File: src/rtl/rf_write_arbiter_if.sv
// rf_write_arbiter_if: request and hazard-query signals (pipe_*, mc_*, rs*) and the registered reg_file write port (WE3/A3/WD3); slave faces the arbiter, master faces the surrounding pipeline
interface rf_write_arbiter_if;
  logic        pipe_we;
  logic [4:0]  pipe_rd;
  logic [31:0] pipe_wd;
  logic        pipe_stall;
  logic        mc_valid;
  logic [4:0]  mc_rd;
  logic [31:0] mc_wd;
  logic        mc_ready;
  logic        mc_issue;
  logic [4:0]  mc_issue_rd;
  logic [4:0]  rs1;
  logic [4:0]  rs2;
  logic        busy_rs1;
  logic        busy_rs2;
  logic        pending_any;
  logic        WE3;
  logic [4:0]  A3;
  logic [31:0] WD3;
  modport slave (
    input  pipe_we, pipe_rd, pipe_wd, mc_valid, mc_rd, mc_wd, mc_issue, mc_issue_rd, rs1, rs2,
    output pipe_stall, mc_ready, busy_rs1, busy_rs2, pending_any, WE3, A3, WD3
  );
  modport master (
    output pipe_we, pipe_rd, pipe_wd, mc_valid, mc_rd, mc_wd, mc_issue, mc_issue_rd, rs1, rs2,
    input  pipe_stall, mc_ready, busy_rs1, busy_rs2, pending_any, WE3, A3, WD3
  );
endinterface

File: src/rtl/rf_write_arbiter.sv
// rf_write_arbiter: arbitrates the reg_file write port between pipeline writeback and a multi-cycle unit, with a RAW scoreboard; ports clk, rst (sync active-high), bus (rf_write_arbiter_if.slave); define RF_ARB_STARVE_EN to enable the starvation counter that forces the pipeline to yield after STARVE_LIMIT refusals
module rf_write_arbiter #(
  parameter int STARVE_LIMIT = 4,
  parameter int CNT_W = 4
) (
  input logic clk,
  input logic rst,
  rf_write_arbiter_if.slave bus
);
  logic [31:0] pending, pend_n;
  logic        force_q, mc_xfer, pipe_take, win_we;
  logic [4:0]  win_rd;
  logic [31:0] win_wd;
  assign bus.mc_ready    = ~rst & bus.mc_valid & (force_q | ~bus.pipe_we);
  assign bus.pipe_stall  = ~rst & force_q;
  assign mc_xfer         = bus.mc_valid & bus.mc_ready;
  assign pipe_take       = ~rst & bus.pipe_we & ~force_q;
  assign win_rd          = mc_xfer ? bus.mc_rd : bus.pipe_rd;
  assign win_wd          = mc_xfer ? bus.mc_wd : bus.pipe_wd;
  assign win_we          = (mc_xfer | pipe_take) & (|win_rd);
  assign pend_n          = (pending & ~(mc_xfer ? 32'd1 << bus.mc_rd : 32'd0))
                         | ((bus.mc_issue && bus.mc_issue_rd != 5'd0) ? 32'd1 << bus.mc_issue_rd : 32'd0);
  assign bus.busy_rs1    = pending[bus.rs1];
  assign bus.busy_rs2    = pending[bus.rs2];
  assign bus.pending_any = |pending;
  always_ff @(posedge clk) begin
    if (rst) begin
      bus.WE3 <= 1'b0;
      bus.A3  <= '0;
      bus.WD3 <= '0;
      pending <= '0;
    end else begin
      bus.WE3 <= win_we;
      pending <= pend_n;
      if (win_we) begin
        bus.A3  <= win_rd;
        bus.WD3 <= win_wd;
      end
    end
  end
`ifdef RF_ARB_STARVE_EN
  logic [CNT_W-1:0] cnt;
  logic             refused;
  assign refused = bus.mc_valid & ~bus.mc_ready;
  always_ff @(posedge clk) begin
    if (rst) begin
      cnt     <= '0;
      force_q <= 1'b0;
    end else begin
      cnt     <= refused ? cnt + 1'b1 : '0;
      force_q <= refused && cnt == CNT_W'(STARVE_LIMIT - 1);
    end
  end
`else
  assign force_q = 1'b0;
`endif
endmodule

File: src/flat_wrapper.sv
// flat-port wrapper written by rule: the top's interface ports become plain ports
module rf_write_arbiter_flat 
#(
  parameter int STARVE_LIMIT = 4,
  parameter int CNT_W = 4
)
  (clk, rst, bus_pipe_we, bus_pipe_rd, bus_pipe_wd, bus_mc_valid, bus_mc_rd, bus_mc_wd, bus_mc_issue, bus_mc_issue_rd, bus_rs1, bus_rs2, bus_pipe_stall, bus_mc_ready, bus_busy_rs1, bus_busy_rs2, bus_pending_any, bus_WE3, bus_A3, bus_WD3);
  rf_write_arbiter_if bus_i ();
  input logic clk;
  input logic rst;
  input wire logic [$bits(bus_i.pipe_we)-1:0] bus_pipe_we;
  input wire logic [$bits(bus_i.pipe_rd)-1:0] bus_pipe_rd;
  input wire logic [$bits(bus_i.pipe_wd)-1:0] bus_pipe_wd;
  input wire logic [$bits(bus_i.mc_valid)-1:0] bus_mc_valid;
  input wire logic [$bits(bus_i.mc_rd)-1:0] bus_mc_rd;
  input wire logic [$bits(bus_i.mc_wd)-1:0] bus_mc_wd;
  input wire logic [$bits(bus_i.mc_issue)-1:0] bus_mc_issue;
  input wire logic [$bits(bus_i.mc_issue_rd)-1:0] bus_mc_issue_rd;
  input wire logic [$bits(bus_i.rs1)-1:0] bus_rs1;
  input wire logic [$bits(bus_i.rs2)-1:0] bus_rs2;
  output wire logic [$bits(bus_i.pipe_stall)-1:0] bus_pipe_stall;
  output wire logic [$bits(bus_i.mc_ready)-1:0] bus_mc_ready;
  output wire logic [$bits(bus_i.busy_rs1)-1:0] bus_busy_rs1;
  output wire logic [$bits(bus_i.busy_rs2)-1:0] bus_busy_rs2;
  output wire logic [$bits(bus_i.pending_any)-1:0] bus_pending_any;
  output wire logic [$bits(bus_i.WE3)-1:0] bus_WE3;
  output wire logic [$bits(bus_i.A3)-1:0] bus_A3;
  output wire logic [$bits(bus_i.WD3)-1:0] bus_WD3;
  assign bus_i.pipe_we = bus_pipe_we;
  assign bus_i.pipe_rd = bus_pipe_rd;
  assign bus_i.pipe_wd = bus_pipe_wd;
  assign bus_i.mc_valid = bus_mc_valid;
  assign bus_i.mc_rd = bus_mc_rd;
  assign bus_i.mc_wd = bus_mc_wd;
  assign bus_i.mc_issue = bus_mc_issue;
  assign bus_i.mc_issue_rd = bus_mc_issue_rd;
  assign bus_i.rs1 = bus_rs1;
  assign bus_i.rs2 = bus_rs2;
  assign bus_pipe_stall = bus_i.pipe_stall;
  assign bus_mc_ready = bus_i.mc_ready;
  assign bus_busy_rs1 = bus_i.busy_rs1;
  assign bus_busy_rs2 = bus_i.busy_rs2;
  assign bus_pending_any = bus_i.pending_any;
  assign bus_WE3 = bus_i.WE3;
  assign bus_A3 = bus_i.A3;
  assign bus_WD3 = bus_i.WD3;
  rf_write_arbiter #(.STARVE_LIMIT(STARVE_LIMIT), .CNT_W(CNT_W)) u_core (.clk(clk), .rst(rst), .bus(bus_i));
endmodule
File: config.mk
export PLATFORM = sky130hd
export DESIGN_NAME = rf_write_arbiter_flat
export DESIGN_NICKNAME = d
export VERILOG_FILES = /design/src/rtl/rf_write_arbiter_if.sv /design/src/rtl/rf_write_arbiter.sv /design/src/flat_wrapper.sv
export SDC_FILE = /design/constraint.sdc
export NUM_CORES = 1
export LEC_CHECK = 0
export CELL_PAD_IN_SITES_DETAIL_PLACEMENT = 1
export CELL_PAD_IN_SITES_GLOBAL_PLACEMENT = 1
export CORE_MARGIN = 2
export CORE_UTILIZATION = 32
export DETAILED_ROUTE_END_ITERATION = 12
export MAX_ROUTING_LAYER = met4
export PLACE_DENSITY_LB_ADDON = 0.1
export SETUP_SLACK_MARGIN = 0.2
export SLEW_MARGIN = 0
export SYNTH_ARGS = -nofsm -noshare
export SYNTH_HDL_FRONTEND = slang
export SYNTH_SLANG_ARGS = --single-unit
File: constraint.sdc
create_clock -name clk -period 2.25 [get_ports clk]
set_input_delay 0.45 -clock clk [delete_from_list [all_inputs] [get_ports clk]]
set_output_delay 0.45 -clock clk [all_outputs]
set_load 0.01 [all_outputs]
==> reports/qor.csv <==
metric,value,unit
"commonest non-fill, non-tap cell in the layout",clkdlybuf4s50_1,
Cell variety after synth,36,
# IOs,137,
total number of vias,4019,
post-synthesis mux area share,0.0975,
Slew Limit Fails,0,
WL per Instance,18.5,um
DRC Markers,0,
Hold WC Path Type,flop to flop,
fin crit share,0.932,
nets@finish,698,
RR Startpoint,u_core.pending[20],
Max VDD drop,0.000407,V
slack of the worst reg-to-reg path,1.41,ns
CTS tree,done,
DIE WIDTH,111,um
synthesized area,0.00370,mm2
RSZ-0062 raised after global routing,yes,
vias per inst,5.35,
global route total overflow,0,
H-tree depth,3,
clk buf depth,2,
"EDFF count, synth",0,
hold_buf cts,0,
CP required,1.80,ns
CP Max Fanout,8,
antenna violation net count after detailed routing,0,
FF-to-FF path depth,2,
main combinational cell family by area after synthesis,simple AND/OR/NAND/NOR gates,
Compound-Gate Fraction of Synth Area,0.195,
placed wire-length estimate,10300,um
FF-to-FF End,u_core.pending[20],
"Primary FF master, synth",dfxtp_1,
FF+latch area,0.00141,mm2
pin count of the biggest net entering global routing,63,
Clock Skews,0,ns
most frequent cells in the layout,"clkdlybuf4s50_1, dfxtp_1, nand2_1",
Worst setup SP type,input pin,
syn nets,542,
Area growth syn-to-layout,57.4,%
Initial DRC Count,176,
dpl cell area,0.00534,mm2
Fin Hold WS,0.495,ns
chip height,111,um
Crit. End Element,primary output,
Max Freq,477,MHz
Rel. slew slack,0.450,
Initial Utilization,0.325,
Seq cells post-synth,70,
core area,0.0114,mm2
Min-Delay Endpoint,u_core.bus.WD3[9],
"Reg clk slew, reported paths",0.05,ns
Lkg Pwr,0.00219,uW
final wirelength,13900,um
Worst Path Arrival,1.65,ns
first-pass GRT wire length,22700,um
Final Instance Area,0.00582,mm2
row count,39,
PortBufs,135,
total power,3360,uW
status,finished clean,
WS Path Type,input pin to primary output,
cells after synthesis,448,
number of global-route vias before repair,4420,
worst hold path startpoint,u_core.bus.WD3[9],
gpl congestion,0.906,
max cap viols,0,
register area share after synthesis,0.379,
CTS buffer count,9,
die area,0.0124,mm2
PD cells,577,mW/mm2
FILL cells,1334,
Final Setup Violations,0,
Synth Warn #,0,
total track usage,0.236,
ys async rst share,0,
syn_area_per_cell,8.25,um2
clock sinks,70,
pin slew with the least headroom to its limit,0.824,ns
worst skew pair latency,0.32,ns
Synth Area in Simple Gates,0.282,
Final Hold Viols,0,
minimum clock period after layout,2.10,ns
adder-cell share of the synthesized area,0,
initial antenna violation count,1,
length of the first detailed-routing pass in iterations,4,
post-synthesis xor/xnor area fraction,0,
layout cells sized above 1,0.203,
multi-input logic area,0.00224,mm2
hold path cells,2,
Root Buffer,clkbuf_16,
==> metrics by stage <==
stage                     setup TNS, ns  setup slack [ns]  instances   util
after floorplan                       0             0.257        448      -
after global placement            -2.95            -0.625        728  0.469
after detailed placement          -3.65            -0.637        728  0.469
after CTS                             0            0.0361        748  0.506
after global routing                  0            0.0851        751  0.512
final                                 0             0.153        751  0.512
==> layout make-up <==
class                           count  area share
Clock inverter                      2     0.00172
Tap cell                          143      0.0308
Antenna cell                        1    0.000430
Sequential cell                    70       0.243
Timing Repair Buffer              174       0.297
Multi-Input combinational cell    349       0.385
Clock buffer                       12      0.0424
==> worst max-delay path: stages <==
cell     delay (ns)
buf_4          0.14
buf_12         0.14
mux2i_2        0.21
a22oi_1        0.09
nand3_1        0.09
nand2_1        0.06
a311o_1        0.32
buf_2          0.14
==> routing by layer <==
layer,vias to the layer above,wire length [um],global-route usage
met5,-,0,-
met4,0,253,0.0782
met3,20,884,0.0686
met2,135,6700,0.387
met1,1924,6070,0.280
li1,1940,-,-
==> repair_timing <==
action | 4_1_cts | 5_1_grt
endpoints found under the setup margin | 4 | 37
pin swaps | 9 | 13
setup buffers | 4 | 2
gates cloned | 2 | 0
gates resized for setup | 60 | 25
==> worst max path at each step <==
stage                    start      endpoint  slack (ns)  cells after the start
floorplan           bus_rs1[1]  bus_busy_rs1        0.26                      7
global placement    bus_rs1[1]  bus_busy_rs1       -0.63                      8
detailed placement  bus_rs1[1]  bus_busy_rs1       -0.64                      8
CTS                 bus_rs1[0]  bus_busy_rs1        0.04                      8
global route        bus_rs1[1]  bus_busy_rs1        0.09                      8
finish              bus_rs1[1]  bus_busy_rs1        0.15                      8
==> cells by family (layout without fill, tap and decap cells) <==
family / after synthesis / after routing
AND/OR/NAND/NOR: 190 / 190
AO/OA/AOI/OAI: 122 / 122
flip-flops: 70 / 70
multiplexers: 36 / 36
buffers and inverters: 29 / 188
other: 1 / 2
==> cells in the mapped netlist, types with 2 or more instances <==
master,n,area (um2)
buf_1,3,11.3
dfxtp_1,70,1400
o22ai_1,32,200
a311o_1,2,20.0
buf_2,9,45.0
o21ai_0,31,155
nand4_1,3,18.8
a22oi_1,8,60.1
or2_2,2,12.5
a21oi_1,40,200
nor3_1,6,30.0
a221oi_1,2,17.5
nand4b_1,2,17.5
nor2b_1,8,50.1
nand3_1,10,50.1
and2_1,4,25.0
clkbuf_1,10,37.5
nor4_1,9,56.3
o21ai_1,2,10.0
nor3_2,30,300
nand2b_1,9,56.3
buf_6,6,67.6
a211oi_1,2,15.0
mux2i_1,36,360
nand2_1,51,191
nor2_1,51,191
==> state kept, by name, summed over array words and instances (netlist names) <==
signal          flops
u_core.bus.WD3     32
u_core.pending     32
u_core.bus.A3       5
u_core.bus.WE3      1
==> power breakdown <==
part / switching (uW) / internal, uW
sequential: 41.3 / 1300
combinational: 345 / 424
clock: 484 / 759
total: 870 / 2490
(Power assumes the default switching activity.)
